===== config.mk =====
export PLATFORM = sky130hd
export DESIGN_NAME = mem_stream_reader
export DESIGN_NICKNAME = d
export VERILOG_FILES = /design/src/rtl/hd_mem_pkg.sv /design/src/rtl/mem_skid_fifo.sv /design/src/rtl/mem_stream_reader.sv
export SDC_FILE = /design/constraint.sdc
export NUM_CORES = 1
export LEC_CHECK = 0
export ABC_CLOCK_PERIOD_IN_PS = 4500
export BUFFER_PORTS_ARGS = -buffer_cell sky130_fd_sc_hd__buf_2
export CORE_MARGIN = 2
export CORE_UTILIZATION = 38
export DETAILED_ROUTE_END_ITERATION = 10
export PLACE_DENSITY = 0.69
export SLEW_MARGIN = 20
export SYNTH_ARGS = -nofsm -noshare
export SYNTH_HDL_FRONTEND = slang
export SYNTH_HIERARCHICAL = 1
export SYNTH_SLANG_ARGS = --single-unit

===== constraint.sdc =====
create_clock -name clk -period 4.5 [get_ports clk]
set_input_delay 0.675 -clock clk [delete_from_list [all_inputs] [get_ports clk]]
set_output_delay 0.675 -clock clk [all_outputs]
set_load 0.01 [all_outputs]

===== src/rtl/hd_mem_pkg.sv =====
// Shared types and default widths for the HD memory read-side logic.
package hd_mem_pkg;

    localparam int DATA_WIDTH = 32;
    localparam int ADDR_WIDTH = 8;

    typedef enum logic [1:0] {
        IDLE  = 2'd0,
        READ  = 2'd1,
        DRAIN = 2'd2,
        DONE  = 2'd3
    } reader_state_t;

endpackage


===== src/rtl/mem_skid_fifo.sv =====
// Two-entry synchronous FIFO; accepts a push while full when a pop happens in the same cycle.
module mem_skid_fifo #(
    parameter int WIDTH = 33
) (
    input  logic             clk,
    input  logic             rst_n,
    input  logic             push,
    input  logic [WIDTH-1:0] push_data,
    input  logic             pop,
    output logic [WIDTH-1:0] pop_data,
    output logic             full,
    output logic             empty,
    output logic [1:0]       count
);

    logic [WIDTH-1:0] slot_q [2];
    logic [WIDTH-1:0] slot_d [2];
    logic             wr_ptr_q, wr_ptr_d;
    logic             rd_ptr_q, rd_ptr_d;
    logic [1:0]       count_q, count_d;
    logic             do_push, do_pop;

    assign do_pop  = pop && (count_q != 2'd0);
    assign do_push = push && ((count_q != 2'd2) || do_pop);

    always_comb begin
        slot_d   = slot_q;
        wr_ptr_d = wr_ptr_q;
        rd_ptr_d = rd_ptr_q;
        count_d  = count_q;
        if (do_push) begin
            slot_d[wr_ptr_q] = push_data;
            wr_ptr_d         = ~wr_ptr_q;
        end
        if (do_pop) begin
            rd_ptr_d = ~rd_ptr_q;
        end
        case ({do_push, do_pop})
            2'b10:   count_d = count_q + 2'd1;
            2'b01:   count_d = count_q - 2'd1;
            default: count_d = count_q;
        endcase
    end

    always_ff @(posedge clk or negedge rst_n) begin
        if (!rst_n) begin
            wr_ptr_q <= 1'b0;
            rd_ptr_q <= 1'b0;
            count_q  <= 2'd0;
        end else begin
            wr_ptr_q <= wr_ptr_d;
            rd_ptr_q <= rd_ptr_d;
            count_q  <= count_d;
        end
    end

    // Storage needs no reset: the consumer only looks at it through count/empty.
    always_ff @(posedge clk) begin
        slot_q <= slot_d;
    end

    assign pop_data = slot_q[rd_ptr_q];
    assign full     = (count_q == 2'd2);
    assign empty    = (count_q == 2'd0);
    assign count    = count_q;

endmodule


===== src/rtl/mem_stream_reader.sv =====
// Walks a contiguous RAM address range on start and streams each word out over valid/ready.
module mem_stream_reader #(
    parameter int DATA_WIDTH = hd_mem_pkg::DATA_WIDTH,
    parameter int ADDR_WIDTH = hd_mem_pkg::ADDR_WIDTH,
    parameter int RAM_DEPTH  = 1 << ADDR_WIDTH
) (
    input  logic                  clk,
    input  logic                  rst_n,
    input  logic                  start,
    input  logic [ADDR_WIDTH-1:0] base_addr,
    input  logic [ADDR_WIDTH:0]   len,
    output logic                  busy,
    output logic                  done,
    output logic [ADDR_WIDTH-1:0] mem_addr,
    output logic                  mem_we,
    input  logic [DATA_WIDTH-1:0] mem_rdata,
    output logic                  out_valid,
    output logic [DATA_WIDTH-1:0] out_data,
    output logic                  out_last,
    input  logic                  out_ready
);
    import hd_mem_pkg::*;

    localparam int                BUF_W     = DATA_WIDTH + 1;
    localparam logic [ADDR_WIDTH:0] REM_ONE   = (ADDR_WIDTH + 1)'(1);
    localparam logic [ADDR_WIDTH:0] DEPTH_LEN = (ADDR_WIDTH + 1)'(RAM_DEPTH);

    reader_state_t         state_q, state_d;
    logic [ADDR_WIDTH-1:0] ptr_q, ptr_d;
    logic [ADDR_WIDTH-1:0] addr_hold_q, addr_hold_d;
    logic [ADDR_WIDTH:0]   rem_q, rem_d;
    logic                  issue, pop;
    logic                  fifo_full, fifo_empty;
    logic [1:0]            fifo_count;
    logic [BUF_W-1:0]      head;

    assign pop   = !fifo_empty && out_ready;
    assign issue = (state_q == READ) && (!fifo_full || pop);

    mem_skid_fifo #(
        .WIDTH(BUF_W)
    ) u_buf (
        .clk      (clk),
        .rst_n    (rst_n),
        .push     (issue),
        .push_data({mem_rdata, rem_q == REM_ONE}),
        .pop      (pop),
        .pop_data (head),
        .full     (fifo_full),
        .empty    (fifo_empty),
        .count    (fifo_count)
    );

    always_comb begin
        state_d     = state_q;
        ptr_d       = ptr_q;
        rem_d       = rem_q;
        addr_hold_d = addr_hold_q;
        case (state_q)
            IDLE: begin
                if (start) begin
                    ptr_d   = base_addr;
                    rem_d   = (len > DEPTH_LEN) ? DEPTH_LEN : len;
                    state_d = (rem_d == '0) ? DONE : READ;
                end
            end
            READ: begin
                if (issue) begin
                    addr_hold_d = ptr_q;
                    ptr_d       = ptr_q + ADDR_WIDTH'(1);
                    rem_d       = rem_q - REM_ONE;
                    if (rem_q == REM_ONE) begin
                        state_d = DRAIN;
                    end
                end
            end
            DRAIN: begin
                // Leave as soon as the final word is being accepted, so done follows it directly.
                if ((fifo_count == 2'd0) || ((fifo_count == 2'd1) && pop)) begin
                    state_d = DONE;
                end
            end
            default: state_d = IDLE;
        endcase
    end

    always_ff @(posedge clk or negedge rst_n) begin
        if (!rst_n) begin
            state_q     <= IDLE;
            ptr_q       <= '0;
            rem_q       <= '0;
            addr_hold_q <= '0;
        end else begin
            state_q     <= state_d;
            ptr_q       <= ptr_d;
            rem_q       <= rem_d;
            addr_hold_q <= addr_hold_d;
        end
    end

    // Outside READ the address parks on the last word actually read.
    assign mem_addr  = (state_q == READ) ? ptr_q : addr_hold_q;
    assign mem_we    = 1'b0;
    assign busy      = (state_q == READ) || (state_q == DRAIN);
    assign done      = (state_q == DONE);
    assign out_valid = !fifo_empty;
    assign out_data  = out_valid ? head[BUF_W-1:1] : '0;
    assign out_last  = out_valid && head[0];

endmodule


# Word level (Yosys, flattened, before mapping)
# Index checks and enable logic that the tools add are counted.
dict set report classes {
  addsub 4
  order_cmp 4
  eq_ne 13
  mux 22
  bitwise 4
  reduce_logical 22
}
# op n
set op_table {}
lappend op_table {{33-bit two-way mux} 4}
lappend op_table {{66-bit bitwise mux} 1}
lappend op_table {{33-bit demux with 1-bit select} 1}
lappend op_table {{32-bit two-way mux} 1}
lappend op_table {{9-bit two-way mux} 3}
lappend op_table {{8-bit two-way mux} 3}
lappend op_table {{9-bit case mux with 2 select lines} 1}
lappend op_table {{8-bit case mux with 2 select lines} 1}
lappend op_table {{2-bit two-way mux} 5}
lappend op_table {{9-bit by 1-bit equality test with 1-bit output (second input constant)} 1}
lappend op_table {{9-bit greater-than comparator (second input constant)} 1}
lappend op_table {{9-bit logical NOT} 1}
lappend op_table {{9-bit by 1-bit subtractor with 9-bit output (second input constant)} 1}
lappend op_table {{8-bit by 1-bit adder with 8-bit output (second input constant)} 1}
lappend op_table {{2-bit equality test (second input constant)} 4}
lappend op_table {{1-bit logical AND} 7}
lappend op_table {{2-bit by 1-bit equality test with 1-bit output (second input constant)} 3}
lappend op_table {{2-bit inequality test (second input constant)} 3}
lappend op_table {{2-bit case mux with 3 select lines} 1}
lappend op_table {{2-bit nonzero test} 3}
lappend op_table {{2-bit greater-or-equal comparator (second input constant)} 2}
lappend op_table {{2-bit logical NOT} 2}
lappend op_table {{1-bit logical OR} 4}
lappend op_table {{2-bit by 1-bit inequality test with 1-bit output (second input constant)} 2}
lappend op_table {{10 further kinds} 13}
dict set report word_totals {
  reg_bits 97
  output_inout_bits 45
  word_cells 78
}

# Depth between registers and ports, before layout
# Gate-level depths: netlist (run 1).
dict set report depth {
  word_depth 8
  depth_mapped 8
}

# Cells and area by module
# Netlist (run 1), hierarchy kept.
# mod n_inst cells_per_inst area_each_um2 seq_area_each_um2
set by_module_without_submodules {}
lappend by_module_without_submodules {mem_skid_fifo 1 127 2596.2 2082.0}
lappend by_module_without_submodules {mem_stream_reader 1 223 1970.6 675.6}

# Worst setup path before layout (run 1)
# No wires, ideal clock.
dict set report synth_path {
  path_type {input-to-reg}
  start {input port out_ready}
  end {register u_buf/slot_q[33] (netlist name) (enable)}
  setup_ns 0.423
  arrival_time_ns 2.570
  setup_slack_ns 1.507
  cell_stages 6
  n_path_buf 1
  path_cell_list {nand2b_4 nand2_1 and2_1 buf_4 nand2_2 nor2_1}
}
dict set report synth_between {
  elab_chain_len 4
  word_cells_on_any_way 6
}
# item line_no
set synth_lines {}
lappend synth_lines {{start, declared} mem_stream_reader.sv:20} ;# input logic out_ready
lappend synth_lines {{1-bit logical AND} mem_stream_reader.sv:37} ;# assign pop = !fifo_empty && out_ready;
lappend synth_lines {{1-bit logical OR} mem_stream_reader.sv:38} ;# assign issue = (state_q == READ) && (!fifo_full || pop);
lappend synth_lines {{1-bit logical AND} mem_stream_reader.sv:38}
lappend synth_lines {{via issue} mem_stream_reader.sv:32} ;# logic issue, pop;
lappend synth_lines {{1-bit logical AND} mem_skid_fifo.sv:24} ;# assign do_push = push && ((count_q != 2'd2) || do_pop);
lappend synth_lines {{end signal, assigned} mem_skid_fifo.sv:59} ;# slot_q <= slot_d;
lappend synth_lines {{end, declared} mem_skid_fifo.sv:16} ;# logic [WIDTH-1:0] slot_q [2];
# The timed path passes the listed nets, and every way through them passes these cells.
# A chain may end at the register's enable or synchronous reset.

# Worst setup path in the final report (run 1)
dict set report layout_path {
  start {register state_q[1]}
  end {register u_buf/slot_q[62] (netlist name) (enable)}
}
dict set report layout_between {
  elab_chain_len 3
}
# item line_no
set layout_lines {}
lappend layout_lines {{start, declared} mem_stream_reader.sv:28} ;# reader_state_t state_q, state_d;
lappend layout_lines {{start signal, assigned} mem_stream_reader.sv:94} ;# state_q <= state_d;
lappend layout_lines {{2-bit by 1-bit equality test with 1-bit output} mem_stream_reader.sv:38}
lappend layout_lines {{1-bit logical AND} mem_stream_reader.sv:38}
lappend layout_lines {{1-bit logical AND} mem_skid_fifo.sv:24}
# No other way between the ends.

==> results of run 1 <==
-- layout make-up --
cell class / count / share of cell area [%]
Clock buffer: 9 / 4.14
Clock inverter: 7 / 0.988
Inverter: 15 / 1.03
Multi-Input combinational cell: 218 / 30.6
Sequential cell: 97 / 50.6
Tap cell: 147 / 3.38
Timing Repair Buffer: 99 / 9.24
-- cell usage after synthesis, drive strengths merged, types with 2 or more instances --
cell type	count
edfxtp	66
mux2	48
nor2b	35
dfrtp	31
o21ai	19
inv	15
nand2	15
a21oi	12
buf	12
nor2	11
o22ai	9
clkbuf	8
ha	8
and3	5
nor3	5
a32oi	4
nand2b	4
nand3	3
nand4	3
nor4	3
or2	3
a21boi	2
a31o	2
a31oi	2
and2	2
and4	2
mux2i	2
o211ai	2
o21bai	2
xnor2	2
-- flip-flops by register name (all words and copies together) (netlist names) --
name	flops
u_buf/rd_ptr_q	1
addr_hold_q	8
state_q	2
u_buf/slot_q	66
ptr_q	8
u_buf/wr_ptr_q	1
u_buf/count	2
rem_q	9
-- how the worst max path moves through the flow --
stage / to / slack (ns)
5_1_grt: u_buf/slot_q[36]$_DFFE_PP_ / 1.23
6_report: u_buf/slot_q[62]$_DFFE_PP_ / 1.50
4_1_cts: u_buf/slot_q[56]$_DFFE_PP_ / 1.46
3_3_place_gp: u_buf/slot_q[37]$_DFFE_PP_ / 1.56
2_1_floorplan: u_buf/slot_q[33]$_DFFE_PP_ / 1.51
3_5_place_dp: u_buf/slot_q[38]$_DFFE_PP_ / 1.47
-- where the power goes --
| part | internal (mW) | switching (mW) |
|---|---|---|
| Clock | 0.378 | 0.333 |
| Sequential | 1.29 | 0.187 |
| Combinational | 0.796 | 0.976 |
-- layout by cell type (no fill, tap or decap), types with 12 or more instances in the layout --
cell	Yosys	layout
nor2b_1	35	35
mux2_2	45	45
dfrtp_1	31	31
edfxtp_1	66	66
nand2_1	14	14
inv_1	14	14
o21ai_0	19	19
buf_2	9	96
a21oi_1	12	12
-- metrics by stage --
step / area (µm²) / utilization [%] / setup slack [ns] / hold slack, ns / std cells
after global placement: 5170 / 43.6 / 1.56 / 0.463 / 576
after floorplan: 4570 / - / 1.51 / 0.379 / 350
after global routing: 5450 / 45.9 / 1.23 / 0.426 / 592
after CTS: 5450 / 45.9 / 1.46 / 0.417 / 592
after detailed placement: 5170 / 43.6 / 1.47 / 0.467 / 576
final: 5450 / 45.9 / 1.50 / 0.383 / 592
-- cell families (layout without fill, tap and decap cells) --
family / Yosys count / after routing
AO/OA/AOI/OAI: 62 / 62
XOR/XNOR: 3 / 3
adder cells (fa/ha/maj): 8 / 8
buffers and inverters: 35 / 130
flip-flops: 97 / 97
multiplexers: 50 / 50
other: 1 / 1
AND/OR/NAND/NOR: 94 / 94
-- per-layer routing --
| metal | track usage (%) | share of wire (%) | vias to the layer above |
|---|---|---|---|
| met5 | 0 | 0 | - |
| met4 | 5.20 | 1.1 | 0 |
| met3 | 3.51 | 5.6 | 8 |
| met2 | 22.5 | 47 | 93 |
| met1 | 19.4 | 46 | 1476 |
| li1 | - | - | 1459 |
==> qor.yml, run 1 <==
yosys:
  synthAdderAreaFrac_pct: 2.19
  yosysSeqAreaShare_pct: 60.4
  netlist_top_cells_area: "edfxtp_1 (43%), dfrtp_1 (17%), mux2_2 (11%)"
  yosys.area_share.simple_pct: 12.1
  syn_area_per_cell_um2: 13.0
  synth_edf_count: 66
  synthCells: 350
  synth_mux_area_share_pct: 12.3
  syn_area_mm2: 0.00457
  synthXorXnorAreaFrac_pct: 0.575
  ys_warn_count: 6
  syn_nets: 411
  synth_compound_area_share_pct: 9.07
  ys_async_sr_fraction_pct: 32.0
  synth.distinct_cells: 54
  ys.flop_type: "edfxtp_1"
  synth_seq_cells: 97
  synth_top_area_share_pct: 43.4
  synth_top_family_by_area: "multiplexers"
  yosysTopAreaCell: "edfxtp_1"
sta:
  slew_viol_final: 0
  finalSetupTns_ns: 0
  worstMarginPinSlew_ns: 0.994
  slew_headroom_pct: 33.6
  skew_ns: 0.00847
  fin_crit_sh_pct: 66.7
  fmax_mhz: 333
  fin_crit_ns: 3.00
  hold_violations: 0
  rsz0062_at_grt: "false"
  setup_viol: 0
worst_setup_path:
  reg2reg_setup_slack_ns: 1.50
  critPathSlowestCell: "nor2_4"
  cp.depth: 6
  r2r-end: "u_buf/slot_q[62]$_DFFE_PP_"
  crit_type: "reg2reg"
  crit_family: "simple AND/OR/NAND/NOR gates"
  crit_path_max_incr_delay_ns: 0.78
  required_ns: 4.45
  cp_max_fo: 44
  cp-startpoint: "state_q[1]$_DFFE_PN0P_"
  crit_chain: "inv_1, ha_1, buf_4, and2_1, nand2_2, nor2_4"
  arrival_ns: 2.95
  reg2regPathDepth: 6
  worstSetupStartpointType: "flop"
  cp-end-kind: "flop"
  reg2reg_from: "state_q[1]$_DFFE_PN0P_"
  crit_buf_inv: 2
final_layout:
  drive_gt1_share_pct: 39.8
  regArea_mm2: 0.00276
  fillCellCount: 1090
  antennaDiodeCount: 0
  multi_input_area_mm2: 0.00167
  layout.nets: 501
  syn_to_final_growth_pct: 19.2
floorplan:
  fp-row-count: 40
  start_util_pct: 38.5
  core_mm2: 0.0119
  die_x_um: 114
  fp.dieH_um: 114
  dieArea_mm2: 0.0129
  io_pins: 98
detailed_routing:
  wl_per_cell_um: 15.4
  drcViolationCount: 0
  firstDrtPassIters: 4
  drtAntennaViolNets: 0
  drt_iter0_markers: 116
  num_vias: 3036
  vias_per_cell: 5.13
  wirelength_mm: 9.11
job:
  drv_cap: 0
placement:
  dp.final_hpwl_mm: 6.15
  port_buffers: 96
  gp_congestion: 0.835
grt:
  grt_first_pass_wirelength_mm: 14.4
  gr-usage-all-layers_pct: 14.3
  antenna_found_initial: 0
  grt_max_degree: 45
  overflow: 0
  first_global_vias: 2933
clock_tree:
  clock-sinks: 97
  cts_hold_buf: 0
  tritoncts: "yes"
  ctsResizeCount: 0
  clk_path_buf_depth: 2
  htreeDepth: 3
  clk_pin_slew_ns: 0.07
  clk_latency_ns: 0.33
  root_buffer: "clkbuf_16"
  cts_made_buffers: 9
  cts_setup_buffers: 0
pwr:
  leakagePower_nw: 2.16
  powerDensity_mw_per_mm2: 728
  irDropWorstVdd_uv: 331
  power_mw: 3.97
run_status:
  status: "completed"
worst_hold_path:
  hold_path_class: "in2async"
Power figures use the tool's default switching activity.
==> inputs of run 2 (changes only) <==
- ABC_CLOCK_PERIOD_IN_PS: 4500 -> 2700
- PLACE_DENSITY: 0.69 -> 0.71
- clock period: 4.5 -> 2.7 ns (I/O delays scaled with it)
==> qor.yml, run 2 (synthesis results as in run 1) <==
clock_tree:
  root_buffer: "clkbuf_16"
  tritoncts: "yes"
  cts_setup_buffers: 0  # unchanged
  cts_hold_buf: 0  # unchanged
  clk_latency_ns: 0.34  # about the same
  clk_pin_slew_ns: 0.06  # about the same
  ctsResizeCount: 0  # unchanged
  htreeDepth: 3  # unchanged
  clk_path_buf_depth: 2  # unchanged
  cts_made_buffers: 9  # unchanged
  clock-sinks: 97  # unchanged
grt:
  grt_first_pass_wirelength_mm: 14.6  # +1.6%
  antenna_found_initial: 0  # unchanged
  first_global_vias: 2919  # -0.48%
  gr-usage-all-layers_pct: 14.6  # +0.33 points
  overflow: 0  # unchanged
  grt_max_degree: 44  # -2.2%
final_layout:
  regMostFlops: "u_buf/slot_q"
  final_cell_mix: "buf_2 (96), edfxtp_1 (66), mux2_2 (45)"
  biggestRegsByFlops: "u_buf/slot_q (66), rem_q (9)"
  fillCellCount: 1078  # -1.1%
  syn_to_final_growth_pct: 19.7
  final_common_cell: "buf_2"
  antennaDiodeCount: 0  # unchanged
  layout.nets: 503  # +0.40%
  largest_reg_flops: 66  # unchanged
  drive_gt1_share_pct: 39.7  # -0.089 points
worst_setup_path:
  reg2regPathDepth: 6  # unchanged
  cp-startpoint: "state_q[1]$_DFFE_PN0P_"
  critPathSlowestCell: "dfrtp_1"
  reg2reg_from: "u_buf/count[0]$_DFFE_PN0P_"
  worstSetupStartpointType: "flop"
  cp_max_fo: 43  # -2.3%
  required_ns: 2.30  # -2.15 ns
  crit_buf_inv: 3  # +1
  r2r-end: "u_buf/slot_q[63]$_DFFE_PP_"
  crit_path_end: "mem_addr[5]"
  reg2reg_setup_slack_ns: 0.45  # -1.05 ns
  crit_chain: "inv_1, ha_1, buf_4, mux2_2, buf_2"
  arrival_ns: 1.94  # -1.01 ns
  cp-end-kind: "output pin"
  cp.depth: 5  # -1
  crit_path_max_incr_delay_ns: 0.42  # -0.36 ns
  crit_family: "buffers and inverters"
  crit_type: "reg2out"
worst_hold_path:
  hold_path_class: "in2async"
sta:
  finalSetupTns_ns: 0  # unchanged
  setup_viol: 0  # unchanged
  skew_ns: 0.00580  # -0.00267 ns
  fin_crit_ns: 2.34
  holdWs_ns: 0.110  # -0.273 ns
  slew_viol_final: 0  # unchanged
  fin_crit_sh_pct: 86.8
  fmax_mhz: 427
  rsz0062_at_grt: "false"
  worstMarginPinSlew_ns: 1.02  # +0.0244 ns
  hold_violations: 0  # unchanged
  slew_headroom_pct: 31.9  # -1.6 points
run_status:
  status: "completed"
job:
  drv_cap: 0  # unchanged
placement:
  dp.final_hpwl_mm: 6.15  # about the same
  gp_congestion: 0.852  # +2.0%
  port_buffers: 96  # unchanged
detailed_routing:
  vias_per_cell: 5.11  # -0.33%
  wl_per_cell_um: 15.5  # +0.50%
  firstDrtPassIters: 5  # +1
  drtAntennaViolNets: 0  # unchanged
  num_vias: 3031  # -0.16%
  drt_iter0_markers: 135  # +16%
  wirelength_mm: 9.17  # +0.67%
  drcViolationCount: 0  # unchanged
pwr:
  switching_share_pct: 36.9  # -0.78 points
  irDropWorstVdd_uv: 510  # +54%
  pwr-share-clk_pct: 18.6  # +0.7 points
  leakagePower_nw: 2.19  # +1.2%
  power_switching_mw: 2.47  # +65%
  pwr-share-comb_pct: 44.6  # about the same
  intPower_mw: 4.22  # +71%
  power.share.sequential_pct: 36.8  # -0.6 points
  powerDensity_mw_per_mm2: 1220  # +68%
floorplan:
  fp-row-count: 40  # unchanged
  die_x_um: 114  # unchanged
  fp.dieH_um: 114  # unchanged
  start_util_pct: 38.5  # unchanged
  core_mm2: 0.0119  # unchanged
  dieArea_mm2: 0.0129  # unchanged
  io_pins: 98  # unchanged
-- run 2: layout make-up --
type                    instances  area, µm²  area share, %
clock buffers                  10        229           4.19
repair buffers                101        518           9.48
well taps                     147        184           3.36
multi-input cells             218       1670           30.5
flip-flops and latches         97       2760           50.4
inverters                      15       56.3           1.03
clock inverters                 5       56.3           1.03
-- run 2: worst min path at each step --
| stage | start | end | cells past startpoint |
|---|---|---|---|
| final | rst_n | addr_hold_q[5]$_DFFE_PN0P_ | 1 |
| after global routing | rst_n | addr_hold_q[2]$_DFFE_PN0P_ | 1 |
| after global placement | addr_hold_q[1]$_DFFE_PN0P_ | addr_hold_q[1]$_DFFE_PN0P_ | 1 |
| after detailed placement | addr_hold_q[7]$_DFFE_PN0P_ | addr_hold_q[7]$_DFFE_PN0P_ | 1 |
| after CTS | rst_n | u_buf/rd_ptr_q$_DFFE_PN0P_ | 1 |
| after floorplan | rst_n | addr_hold_q[0]$_DFFE_PN0P_ | 0 |
-- run 2: metrics by stage --
stage / util (%) / power (mW) / std cells / setup slack [ns] / area (µm²)
finish: 46.1 / 6.70 / 593 / 0.357 / 5470
global route: 46.1 / 7.21 / 593 / 0.242 / 5470
floorplan: - / 4.59 / 350 / 0.264 / 4570
global placement: 43.7 / 5.41 / 578 / 0.492 / 5180
CTS: 46.1 / 6.79 / 593 / 0.338 / 5470
detailed placement: 43.7 / 5.51 / 578 / 0.411 / 5180
-- run 2: metal layers --
layer	wire length (µm)	vias to the layer above	track usage, %
met3	628	9	5.21
met2	4280	99	22.7
met4	75	0	4.15
li1	-	1464	-
met1	4190	1459	19.6
met5	0	-	0
-- run 2: worst register-to-register path: stages (launching register included) --
cell,delay (ns)
dfrtp_1,0.48
nor2_2,0.07
nand2b_4,0.17
inv_2,0.14
or3b_1,0.16
nand2_2,0.09
nor2_4,0.77
-- run 2: power by group through the flow --
| stage | registers [mW] | logic (mW) | clock network (mW) |
|---|---|---|---|
| 2_1_floorplan | 2.36 | 2.22 | 0 |
| 3_3_place_gp | 2.45 | 2.96 | 0 |
| 3_5_place_dp | 2.49 | 3.01 | 0 |
| 4_1_cts | 2.46 | 3.03 | 1.29 |
| 5_1_grt | 2.52 | 3.32 | 1.36 |
| 6_report | 2.46 | 2.99 | 1.25 |
